$ cat src/rtl/mem_wb_stage.sv
// -----------------------------------------------------------------------------
// mem_wb_stage
//   Memory / write-back pipeline stage. Accepts one executed instruction per
//   in_valid/in_ready handshake. ALU results go straight to the register-file
//   write port on the next cycle. Loads and stores are issued to the data
//   cache and held until dc_ack. A load's data then goes to the write port on
//   the cycle after the ack edge. All write-port outputs come from flops
//   clocked on posedge clk, so they are stable for a negedge register file.
//
//   Ports
//     clk, rst          clock (posedge), asynchronous active-high reset
//     in_valid/in_ready upstream handshake (in_ready high only when idle)
//     ex_*              executed instruction: result/address, store data,
//                       rd, write/read/store flags, access size and sign
//     dc_*              data-cache request: req/we/addr/wdata/be out,
//                       rdata/ack in
//     RegWrite, rd, in  register-file write port (RegWrite is a pulse per
//                       write; it is never raised for rd == 0)
//     stall             inverse of in_ready
//     miss_cnt          saturating count of MEM cycles with dc_ack low
//
//   Build option
//     LOAD_EXT_EN  When defined, the stage supports byte and halfword
//                  accesses. Load lanes are chosen by address (little-endian)
//                  and zero- or sign-extended. Store data is replicated across
//                  lanes and dc_be selects the lanes. This path assumes
//                  DATA_W = 32. When undefined, every access is a word
//                  access, dc_be = 4'hF, and ex_size and ex_sign are ignored.
// -----------------------------------------------------------------------------
module mem_wb_stage #(
    parameter int DATA_W = 32,
    parameter int ADDR_W = 32,
    parameter int REG_AW = 5,
    parameter int CNT_W  = 16
) (
    input  logic              clk,
    input  logic              rst,
    input  logic              in_valid,
    output logic              in_ready,
    input  logic [DATA_W-1:0] ex_result,
    input  logic [DATA_W-1:0] ex_store_data,
    input  logic [REG_AW-1:0] ex_rd,
    input  logic              ex_reg_write,
    input  logic              ex_mem_read,
    input  logic              ex_mem_write,
    input  logic [1:0]        ex_size,
    input  logic              ex_sign,
    output logic              dc_req,
    output logic              dc_we,
    output logic [ADDR_W-1:0] dc_addr,
    output logic [DATA_W-1:0] dc_wdata,
    output logic [3:0]        dc_be,
    input  logic [DATA_W-1:0] dc_rdata,
    input  logic              dc_ack,
    output logic              RegWrite,
    output logic [REG_AW-1:0] rd,
    output logic [DATA_W-1:0] in,
    output logic              stall,
    output logic [CNT_W-1:0]  miss_cnt
);

    typedef enum logic {S_IDLE, S_MEM} state_t;

    state_t            state_q, state_d;
    logic              is_store_q, is_store_d;
    logic [ADDR_W-1:0] addr_q, addr_d;
    logic [DATA_W-1:0] wdata_q, wdata_d;
    logic [3:0]        be_q, be_d;
    logic [REG_AW-1:0] pend_rd_q, pend_rd_d;
    logic              pend_wr_q, pend_wr_d;
    logic              reg_write_q, reg_write_d;
    logic [REG_AW-1:0] rd_q, rd_d;
    logic [DATA_W-1:0] wb_data_q, wb_data_d;
    logic [CNT_W-1:0]  miss_cnt_q, miss_cnt_d;

    logic [DATA_W-1:0] st_wdata;   // store data as it will appear on the bus
    logic [3:0]        st_be;      // lane enables for the incoming access
    logic [DATA_W-1:0] load_data;  // dc_rdata aligned/extended for write-back
    logic              mem_op;

    // A load that also has the store flag set is still a load.
    assign mem_op = ex_mem_read | ex_mem_write;

`ifdef LOAD_EXT_EN
    logic [1:0] size_q, size_d;
    logic       sign_q, sign_d;
    logic [7:0]  ld_byte;
    logic [15:0] ld_half;

    // Store lane preparation from the incoming instruction.
    always_comb begin
        st_wdata = ex_store_data;
        st_be    = 4'hF;
        case (ex_size)
            2'b00: begin
                st_wdata = {(DATA_W/8){ex_store_data[7:0]}};
                st_be    = 4'b0001 << ex_result[1:0];
            end
            2'b01: begin
                st_wdata = {(DATA_W/16){ex_store_data[15:0]}};
                st_be    = ex_result[1] ? 4'b1100 : 4'b0011;
            end
            default: ;
        endcase
    end

    // Load lane extraction uses the latched address and size.
    always_comb begin
        case (addr_q[1:0])
            2'd1:    ld_byte = dc_rdata[15:8];
            2'd2:    ld_byte = dc_rdata[23:16];
            2'd3:    ld_byte = dc_rdata[31:24];
            default: ld_byte = dc_rdata[7:0];
        endcase
        ld_half = addr_q[1] ? dc_rdata[31:16] : dc_rdata[15:0];
        case (size_q)
            2'b00:   load_data = {{(DATA_W-8){sign_q & ld_byte[7]}}, ld_byte};
            2'b01:   load_data = {{(DATA_W-16){sign_q & ld_half[15]}}, ld_half};
            default: load_data = dc_rdata;
        endcase
    end

    always_comb begin
        size_d = size_q;
        sign_d = sign_q;
        if (state_q == S_IDLE && in_valid && mem_op) begin
            size_d = ex_size;
            sign_d = ex_sign;
        end
    end

    always_ff @(posedge clk or posedge rst) begin
        if (rst) begin
            size_q <= 2'b10;
            sign_q <= 1'b0;
        end else begin
            size_q <= size_d;
            sign_q <= sign_d;
        end
    end
`else
    assign st_wdata  = ex_store_data;
    assign st_be     = 4'hF;
    assign load_data = dc_rdata;

    // Size and sign only matter for sub-word accesses.
    logic unused_ext;
    assign unused_ext = &{1'b0, ex_size, ex_sign};
`endif

    always_comb begin
        state_d     = state_q;
        is_store_d  = is_store_q;
        addr_d      = addr_q;
        wdata_d     = wdata_q;
        be_d        = be_q;
        pend_rd_d   = pend_rd_q;
        pend_wr_d   = pend_wr_q;
        rd_d        = rd_q;
        wb_data_d   = wb_data_q;
        miss_cnt_d  = miss_cnt_q;
        reg_write_d = 1'b0;         // write-back is a pulse unless re-armed

        case (state_q)
            S_IDLE: begin
                if (in_valid) begin
                    if (mem_op) begin
                        state_d    = S_MEM;
                        is_store_d = ex_mem_write & ~ex_mem_read;
                        addr_d     = ADDR_W'(ex_result);
                        wdata_d    = st_wdata;
                        be_d       = st_be;
                        pend_rd_d  = ex_rd;
                        // Stores never write back, whatever ex_reg_write says.
                        pend_wr_d  = ex_reg_write & ~(ex_mem_write & ~ex_mem_read)
                                     & (ex_rd != '0);
                    end else begin
                        reg_write_d = ex_reg_write & (ex_rd != '0);
                        rd_d        = ex_rd;
                        wb_data_d   = ex_result;
                    end
                end
            end
            S_MEM: begin
                if (dc_ack) begin
                    state_d     = S_IDLE;
                    reg_write_d = pend_wr_q;
                    if (!is_store_q) begin
                        rd_d      = pend_rd_q;
                        wb_data_d = load_data;
                    end
                end else if (miss_cnt_q != '1) begin
                    miss_cnt_d = miss_cnt_q + 1'b1;
                end
            end
            default: state_d = S_IDLE;
        endcase
    end

    always_ff @(posedge clk or posedge rst) begin
        if (rst) begin
            state_q     <= S_IDLE;
            is_store_q  <= 1'b0;
            addr_q      <= '0;
            wdata_q     <= '0;
            be_q        <= 4'hF;
            pend_rd_q   <= '0;
            pend_wr_q   <= 1'b0;
            reg_write_q <= 1'b0;
            rd_q        <= '0;
            wb_data_q   <= '0;
            miss_cnt_q  <= '0;
        end else begin
            state_q     <= state_d;
            is_store_q  <= is_store_d;
            addr_q      <= addr_d;
            wdata_q     <= wdata_d;
            be_q        <= be_d;
            pend_rd_q   <= pend_rd_d;
            pend_wr_q   <= pend_wr_d;
            reg_write_q <= reg_write_d;
            rd_q        <= rd_d;
            wb_data_q   <= wb_data_d;
            miss_cnt_q  <= miss_cnt_d;
        end
    end

    // Request lines decode straight from the state flop, so an asynchronous
    // reset drops dc_req in the same cycle.
    assign in_ready = (state_q == S_IDLE);
    assign stall    = ~in_ready;
    assign dc_req   = (state_q == S_MEM);
    assign dc_we    = (state_q == S_MEM) & is_store_q;
    assign dc_addr  = addr_q;
    assign dc_wdata = wdata_q;
    assign dc_be    = be_q;
    assign RegWrite = reg_write_q;
    assign rd       = rd_q;
    assign in       = wb_data_q;
    assign miss_cnt = miss_cnt_q;

endmodule

$ cat config.mk
export PLATFORM = sky130hd
export DESIGN_NAME = mem_wb_stage
export DESIGN_NICKNAME = d
export VERILOG_FILES = /design/src/rtl/mem_wb_stage.sv
export SDC_FILE = /design/constraint.sdc
export NUM_CORES = 1
export LEC_CHECK = 0
export ABC_CLOCK_PERIOD_IN_PS = 11200
export CORE_AREA = 2 2 92 94
export DETAILED_ROUTE_END_ITERATION = 8
export DIE_AREA = 0 0 94 96
export DONT_BUFFER_PORTS = 1
export HOLD_SLACK_MARGIN = 0.1
export PLACE_DENSITY = 0.91
export SETUP_SLACK_MARGIN = 0.02
export SYNTH_ARGS = -nofsm -noshare
export SYNTH_HDL_FRONTEND = slang
export SYNTH_SLANG_ARGS = --single-unit
$ cat constraint.sdc
create_clock -name clk -period 11.2 [get_ports clk]
set_input_delay 2.24 -clock clk [delete_from_list [all_inputs] [get_ports clk]]
set_output_delay 2.24 -clock clk [all_outputs]
set_load 0.05 [all_outputs]
---- Word level (Yosys, flattened, before mapping) ----
Cells that the tools add are included.
word-level totals
  input port bits ......................... 111
  word-level logic and storage cells ...... 48
  output and inout bits ................... 126
  register bits after elaboration ......... 126
operators by class
  mux-type cells .......................... 18
  equality and inequality tests ........... 5
  reduce and logical (&&, ||, !) cells .... 4
  add/subtract/negate cells ............... 1
  bitwise operators ....................... 10
operators by type and width
  cell                                                             number
  32-bit 2-to-1 mux                                                4
  32-bit case mux with 2 select lines                              1
  5-bit 2-to-1 mux                                                 4
  16-bit by 1-bit adder with 16-bit output, second input constant  1
  16-bit != test, second input constant                            1
  5-bit case mux with 2 select lines                               1
  2-bit != test, second input constant                             4
  1-bit 2-to-1 mux                                                 6
  3-bit AND reduction                                              2
  1-bit AND                                                        5
  5-bit nonzero test                                               1
  1-bit inverter                                                   4
  1-bit case mux with 2 select lines                               2
  4-bit AND reduction                                              1
  1-bit OR                                                         1

---- Logic depth before layout (Yosys ltp) ----
Gate-level depths: netlist of the first run.
  depth after elaboration ................. 5
  mapped depth ............................ 8
  depth with buffers taken out ............ 5

---- Worst setup path before layout of the first run ----
OpenSTA, ideal clock, no wires.
  path type ............................... reg2out
  from .................................... reg state_q, in the netlist dc_req
  to ...................................... out dc_we
  data arrival time ....................... 2403 ps
  cell stages (with the launch flop) ...... 6
  slack ................................... 6557 ps
  buffers on the path ..................... 3
  required time ........................... 8960 ps
  path through ............................ dfrtp_1 buf_2 buf_2 buf_2 inv_1 nor2_1
on the way
  longest elaborated chain between the ends .. 1
RTL lines
  element                   line  text
  start: declaration        64    state_t state_q, state_d;
  start signal: assignment  214   state_q <= state_d;
  1-bit AND                 233   assign dc_we = (state_q == S_MEM) & is_store_q;
  end: declaration          49    output logic dc_we,
No other way between the ends.

---- Worst setup path in the final report of the first run ----
Same ends and word-level chain as after synthesis.

==> reports/metrics.csv, run 1 <==
stage,metric,value,unit
run_status,result of the run,"complete, no violations",
floorplan,x dimension of the die,94,um
global_routing,first-pass GRT wire length,17970,um
placement,number of buffers inserted by port buffering,0,
synth,Ys Warns,0,
clock_network,Clock Tree Buf Depth,2,
synth,fraction of post-synthesis cell area in the top cell type by area,59.73,%
placement,cell count after placement,631,
floorplan,number of top-level design ports,237,
setup_path,type of origin of the critical path,flop,
synth,top cell types by occurrence after synthesis,"sky130_fd_sc_hd__nand2_1, sky130_fd_sc_hd__dfrtp_1, sky130_fd_sc_hd__mux2i_1, sky130_fd_sc_hd__o21ai_0, sky130_fd_sc_hd__clkbuf_1",
synth,area of the mapped netlist,5279,um2
synth,Post-Syn Instances,553,
routing,count of unresolved DRC violations after routing,0,
setup_path,kind of end point of the critical path,output port,
synth,biggest area contributors in the synthesized netlist,"sky130_fd_sc_hd__dfrtp_1, sky130_fd_sc_hd__nand2_1, sky130_fd_sc_hd__mux2i_1, sky130_fd_sc_hd__o21ai_0, sky130_fd_sc_hd__xnor2_1",
cells_and_area,count of nets after finishing,657,
clock_network,hold buffer count at CTS,0,
timing,measured slew at the worst slew-check pin,1.027,ns
cells_and_area,area overhead of the layout relative to synthesis,11.07,%
synth,number of synthesized register bits,126,
synth,"Async S/R FF share, synth",100.0,%
cells_and_area,area of all placed cells without fillers,5863,um2
timing,shortest period the worst path allows,5.131,ns
pwr,Power Internal,911.7,uW
clock_network,number of cells upsized or downsized after cts,0,
cells_and_area,count of non-filler cells in the finished layout,663,
timing,sum of negative setup slack,0,ns
floorplan,starting utilization of the core area,65.56,%
routing,wire length per cell,17.72,um
timing,top achievable clock speed,194.9,MHz
routing,total via count after detailed routing,3764,
global_routing,largest net degree at the start of global routing,75,
clock_network,TritonCTS clock tree,done,
worst_hold_path,class of the worst hold path,flop to flop,
placement,Detail Placement HPWL,8331,um
timing,fin. max-slew vios,0,
global_routing,overall global routing resource usage,26.35,%
timing,Worst Skew,0.01150,ns
cells_and_area,number of antenna repair diodes,0,
setup_path,worst-path fanout max,46,
clock_network,number of H-tree branching levels,4,
global_routing,GR Overflow Total,0,
timing,headroom to the max-slew limit,31.56,%
clock_network,clock slew at reported path FFs,0.06,ns
pwr,portion of total power attributed to the clock network,27.5,%
floorplan,total number of placement rows,33,
pwr,part of the total power dissipated in sequential elements,62.2,%
pwr,power density normalized to cell area,295.6,nW/um2
synth,top_reg_cell synth,sky130_fd_sc_hd__dfrtp_1,
routing,first drt pass iteration count,4,
clock_network,"Clk Latency, worst-skew pair",0.50,ns
synth,library cells used by synthesis,35,
clock_network,Clock Sinks,126,
timing,final worst path period share,45.81,%
placement,placement-stage cell area,5331,um2
synth,proportion of synthesized chip area in sequential cells,59.73,%
pwr,Switching Fraction,47.40,%
run,max-cap violations,0,
synth,most used standard cell by instance count after synthesis,sky130_fd_sc_hd__nand2_1,
setup_path,data required time of the worst path,8.96,ns
clock_network,CTS root buffer,sky130_fd_sc_hd__clkbuf_8,
timing,final-report hold violation count,0,
setup_path,critical path data arrival time,2.89,ns
floorplan,die area,9024,um2
pwr,P_leak,0.002945,uW
pwr,worst-case vdd ir drop,144.3,uV
floorplan,placeable core region,8051,um2
routing,total length of routed wires,11750,um
cells_and_area,share of post-route cells with drive strength above 1,8.602,%
timing,unrepaired setup endpoints after global routing,false,
routing,drt first-iter violations,149,
routing,antenna-violating nets left,0,
cells_and_area,Finished Core Util,72.82,%
placement,routability-driven placement congestion ratio,0.7567,
synth,Yosys top cell by area,sky130_fd_sc_hd__dfrtp_1,
timing,final setup violating endpoints,0,
clock_network,Num CTS Buffers,17,
routing,via count normalized by instance count,5.677,
floorplan,Die Ht,96,um
pwr,combinational share of power,10.3,%
synth,Post-Synthesis Mean Instance Area,9.546,um2
synth,"EDFF count, synth",0,
pwr,NetSw,821.7,uW
global_routing,antenna violations before repair,0,
setup_path,worst setup path category,flop to output port,
global_routing,number of global-route vias before repair,3761,
clock_network,buffers inserted by post-CTS timing repair,0,
## logic make-up (layout without fill, tap and decap cells)
group	count (synthesis)	count (layout)	share of synthesized area, %
and+or+nand+nor	290	290	22.64
muxes	39	39	7.514
xor gates and xnor gates	13	13	2.157
AOI/OAI and AO/OA	46	46	4.527
buffers and inverters	37	39	3.129
adders and majority gates	1	1	0.2370
other	1	4	0.07104
DFF	126	126	59.73
## flip-flops by register name, indices dropped and copies added (netlist names)
register,cells
pend_wr_q,1
dc_req,1
dc_addr,32
is_store_q,1
rd,5
RegWrite,1
pend_rd_q,5
in,32
dc_wdata,32
miss_cnt,16
## per-layer routing
metal  vias to the layer above  global-route usage (%)  wire length (um)
met5                         -                       0                 0
met4                         0                   10.14               210
met3                        23                   9.162               958
met2                       198                   46.61              6321
met1                      1785                   29.40              4256
li1                       1758                       -                 -
## stage by stage
| step | hold WS (ns) | worst slack (ns) | total power, uW |
|---|---|---|---|
| final | 0.4711 | 6.069 | 1733 |
| after global routing | 0.4970 | 5.916 | 1813 |
| after CTS | 0.4765 | 5.999 | 1748 |
| after detailed placement | 0.4621 | 6.542 | 1268 |
| after global placement | 0.4574 | 6.567 | 1246 |
| after floorplan | 0.4454 | 5.604 | 1201 |
## placed cells by master (no fill, tap or decap), types with 2 or more instances in the layout
cell                         count
sky130_fd_sc_hd__a21oi_1         2
sky130_fd_sc_hd__clkbuf_16      16
sky130_fd_sc_hd__nand3_1        12
sky130_fd_sc_hd__xor2_1          2
sky130_fd_sc_hd__nor2_1          3
sky130_fd_sc_hd__o21ai_1        10
sky130_fd_sc_hd__xnor2_1        11
sky130_fd_sc_hd__inv_6           4
sky130_fd_sc_hd__or4_1           2
sky130_fd_sc_hd__clkinv_4        5
sky130_fd_sc_hd__nand4_1         6
sky130_fd_sc_hd__dfrtp_1       125
sky130_fd_sc_hd__nand2_1       254
sky130_fd_sc_hd__conb_1          4
sky130_fd_sc_hd__mux2i_1        37
sky130_fd_sc_hd__clkinvlp_4      4
sky130_fd_sc_hd__buf_4           4
sky130_fd_sc_hd__inv_1           2
sky130_fd_sc_hd__nor4b_1         2
sky130_fd_sc_hd__o21ai_0        29
## critical path, stage by stage (launching register included)
cell and delay, ns:
sky130_fd_sc_hd__dfrtp_4 1.06, sky130_fd_sc_hd__inv_1 0.51, sky130_fd_sc_hd__nor2_1 0.81
## final timing paths
kind | startpoint | endpoint | slack, ns | cells past startpoint
max reg2reg | dc_req$_DFF_PP0_ | dc_wdata[21]$_DFFE_PP0P_ | 8.48 | 5
min reg2reg | pend_rd_q[2]$_DFFE_PP0P_ | pend_rd_q[2]$_DFFE_PP0P_ | 0.47 | 2
max in group asynchronous | rst | dc_wdata[20]$_DFFE_PP0P_ | 8.17 | 2
max | dc_req$_DFF_PP0_ | dc_we | 6.07 | 2
min | pend_rd_q[2]$_DFFE_PP0P_ | pend_rd_q[2]$_DFFE_PP0P_ | 0.47 | 2
min in group asynchronous | rst | dc_wdata[22]$_DFFE_PP0P_ | 1.73 | 1
## power groups by stage
stage	combinational, uW	clock (uW)	sequential (uW)
after detailed placement	183	0	1080
final	179	477	1080
after floorplan	160	0	1040
after global routing	209	511	1090
after CTS	183	487	1080
after global placement	166	0	1080
## final cells by class
cell class | count | area, um2
well taps | 105 | 131.4
flip-flops and latches | 126 | 3157
repair buffers | 4 | 30.03
multi-input cells | 393 | 1999
inverters | 3 | 13.76
clock inverters | 14 | 113.9
clock buffers | 18 | 417.9
fillers | 556 | 2188
Note: power is estimated with default switching activity, not from simulation.
==> run 2: changes to the inputs <==
==> config.mk (replaced) <==
export PLATFORM = sky130hd
export DESIGN_NAME = mem_wb_stage
export DESIGN_NICKNAME = d
export VERILOG_FILES = /design/src/rtl/mem_wb_stage.sv
export SDC_FILE = /design/constraint.sdc
export NUM_CORES = 1
export LEC_CHECK = 0
export ABC_CLOCK_PERIOD_IN_PS = 5100
export CORE_UTILIZATION = 63
export DETAILED_ROUTE_END_ITERATION = 8
export DONT_BUFFER_PORTS = 1
export HOLD_SLACK_MARGIN = 0.1
export PLACE_DENSITY = 0.88
export SETUP_SLACK_MARGIN = 0.02
export SYNTH_ARGS = -nofsm -noshare
export SYNTH_HDL_FRONTEND = slang
export SYNTH_SLANG_ARGS = --single-unit
==> constraint.sdc (replaced) <==
create_clock -name clk -period 5.1 [get_ports clk]
set_input_delay 1.02 -clock clk [delete_from_list [all_inputs] [get_ports clk]]
set_output_delay 1.02 -clock clk [all_outputs]
set_load 0.05 [all_outputs]
==> run 2 against run 1 <==
Largest cell class unchanged. Sequential share of layout area decreased by 1.2 points. Highest routed layer unchanged. Worst setup slack got worse by 4.9 ns. Largest power group unchanged. Critical endpoint unchanged. Core utilization increased by 0.52 points.
==> reports/metrics.csv, run 2 (synthesized netlist as in run 1, its figures left out) <==
stage,metric,value,unit,change
run_status,result of the run,"complete, no violations",,
routing,antenna-violating nets left,0,,unchanged
cells_and_area,number of antenna repair diodes,0,,unchanged
global_routing,first-pass GRT wire length,18330,um,+2.0%
pwr,combinational share of power,9.7,%,-0.6 points
pwr,power density normalized to cell area,681.3,nW/um2,+130%
routing,via count normalized by instance count,5.721,,+0.77%
placement,Detail Placement HPWL,8239,um,-1.1%
clock_network,number of cells upsized or downsized after cts,0,,unchanged
pwr,worst-case vdd ir drop,346.5,uV,+140%
routing,first drt pass iteration count,4,,unchanged
timing,top achievable clock speed,252.6,MHz,
clock_network,Clock Sinks,126,,unchanged
cells_and_area,"most common cell after layout, fill and taps aside",sky130_fd_sc_hd__nand2_1,,
timing,unrepaired setup endpoints after global routing,false,,
global_routing,GR Overflow Total,0,,unchanged
setup_path,critical path data arrival time,2.94,ns,+0.05 ns
setup_path,worst setup path category,flop to output port,,
floorplan,total number of placement rows,33,,unchanged
global_routing,number of global-route vias before repair,3880,,+3.2%
global_routing,overall global routing resource usage,28.05,%,+1.7 points
run,max-cap violations,0,,unchanged
setup_path,ordered list of cells on the worst path,inv_1 > nor2_1,,
pwr,total power draw,4085,uW,+140%
timing,headroom to the max-slew limit,32.17,%,+0.61 points
clock_network,number of H-tree branching levels,4,,unchanged
floorplan,placeable core region,8175,um2,+1.5%
setup_path,Slowest cell on crit path,sky130_fd_sc_hd__dfrtp_4,,
timing,fin. max-slew vios,0,,unchanged
setup_path,delay of the slowest cell on the worst path,1.10,ns,+0.04 ns
pwr,Power Internal,2292,uW,+150%
timing,final setup violating endpoints,0,,unchanged
timing,sum of negative setup slack,0,ns,unchanged
routing,count of unresolved DRC violations after routing,0,,unchanged
cells_and_area,highest-count cells in the layout ignoring fill and taps,"sky130_fd_sc_hd__nand2_1, sky130_fd_sc_hd__dfrtp_1, sky130_fd_sc_hd__mux2i_1",,
floorplan,x dimension of the die,93.54,um,-0.49%
global_routing,antenna violations before repair,0,,unchanged
setup_path,Critical path buffers and inverters,1,,unchanged
clock_network,hold buffer count at CTS,0,,unchanged
cells_and_area,count of fill cells added during filler insertion,566,,+1.8%
pwr,P_leak,0.003013,uW,+2.3%
routing,drt first-iter violations,130,,-13%
floorplan,Die Ht,93.54,um,-2.6%
cells_and_area,area overhead of the layout relative to synthesis,13.58,%,
timing,Worst Skew,0.008768,ns,-0.002733 ns
clock_network,buffers inserted by post-CTS timing repair,0,,unchanged
cells_and_area,share of post-route cells with drive strength above 1,8.602,%,unchanged
clock_network,clock slew at reported path FFs,0.06,ns,about the same
timing,final-report hold violation count,0,,unchanged
floorplan,starting utilization of the core area,64.57,%,-0.99 points
setup_path,type of origin of the critical path,flop,,
setup_path,kind of end point of the critical path,output port,,
timing,shortest period the worst path allows,3.959,ns,
global_routing,largest net degree at the start of global routing,48,,-36%
clock_network,CTS root buffer,sky130_fd_sc_hd__clkbuf_8,,
pwr,NetSw,1793,uW,+120%
setup_path,gate family responsible for the most delay along the worst path,flip-flops,,
setup_path,Stages on worst setup path,2,,unchanged
setup_path,worst-case reg-to-reg path depth,4,,-1
floorplan,die area,8749,um2,-3.0%
pwr,Switching Fraction,43.88,%,-3.5 points
floorplan,number of top-level design ports,237,,unchanged
pwr,part of the total power dissipated in sequential elements,57.9,%,-4.3 points
cells_and_area,count of nets after finishing,658,,+0.15%
routing,total length of routed wires,11940,um,+1.6%
placement,number of buffers inserted by port buffering,0,,unchanged
routing,Max Used Layer,met4,,
clock_network,TritonCTS clock tree,done,,
cells_and_area,Finished Core Util,73.34,%,+0.52 points
timing,measured slew at the worst slew-check pin,1.017,ns,-0.009153 ns
setup_path,worst-path fanout max,46,,unchanged
routing,Metal-1 WL,4486,um,+5.4%
routing,Met3 Routed Length,1006,um,+5.0%
clock_network,Num CTS Buffers,17,,unchanged
routing,met2 WL,6169,um,-2.4%
timing,final worst path period share,77.63,%,
setup_path,data required time of the worst path,4.08,ns,-4.88 ns
pwr,portion of total power attributed to the clock network,32.4,%,+4.9 points
routing,total via count after detailed routing,3793,,+0.77%
clock_network,Clock Tree Buf Depth,2,,unchanged
clock_network,"Clk Latency, worst-skew pair",0.50,ns,about the same
placement,routability-driven placement congestion ratio,0.8230,,+8.8%
routing,wire length per cell,18.01,um,+1.6%
worst_hold_path,class of the worst hold path,input pin to asynchronous set/reset pin,,
run 2: final timing paths:
kind	from	to	slack, ns
min	rst	dc_wdata[20]$_DFFE_PP0P_	0.43
min in group clk	pend_rd_q[1]$_DFFE_PP0P_	pend_rd_q[1]$_DFFE_PP0P_	0.48
max reg2reg	dc_req$_DFF_PP0_	in[16]$_DFFE_PP0P_	2.15
min reg2reg	pend_rd_q[1]$_DFFE_PP0P_	pend_rd_q[1]$_DFFE_PP0P_	0.48
max	dc_req$_DFF_PP0_	dc_we	1.14
max in group asynchronous	rst	pend_rd_q[4]$_DFFE_PP0P_	3.70
run 2: cell type report:
class	instances	area, um2	share of cell area [%]
clock buffer	18	417.9	6.970
clock inverter	13	239.0	3.986
multi-input combinational	393	1999	33.35
inverter	3	13.76	0.2295
tap	105	131.4	2.191
timing repair buffer	5	37.54	0.6260
sequential	126	3157	52.65
run 2: per-layer routing:
| metal | global-route usage [%] | vias up |
|---|---|---|
| met5 | 0 | - |
| met4 | 13.33 | 0 |
| met3 | 10.08 | 24 |
| met2 | 48.28 | 201 |
| met1 | 30.78 | 1805 |
| li1 | - | 1763 |
run 2: metrics by stage:
step / instances / worst slack (ns) / hold WS [ns] / area (um2)
finish: 663 / 1.141 / 0.4310 / 5996
detailed placement: 632 / 1.633 / 0.4628 / 5339
floorplan: 556 / 0.7241 / 0.4454 / 5290
global route: 663 / 1.034 / 0.4506 / 5996
CTS: 663 / 1.100 / 0.4308 / 5996
global placement: 632 / 1.660 / 0.4580 / 5339
run 2: worst register-to-register path, delay by kind of cell, from the launching register on:
family	cells	cell delay [ns]
AO/OA/AOI/OAI	2	0.99
flip-flops	1	1.10
AND/OR/NAND/NOR	1	0.25
buffers and inverters	1	0.48
run 2: power groups by stage:
stage,registers [uW],clock network [uW],logic (uW)
global route,2400,1390,456
finish,2360,1330,395
CTS,2370,1340,400
global placement,2370,0,364
floorplan,2290,0,352
detailed placement,2380,0,399
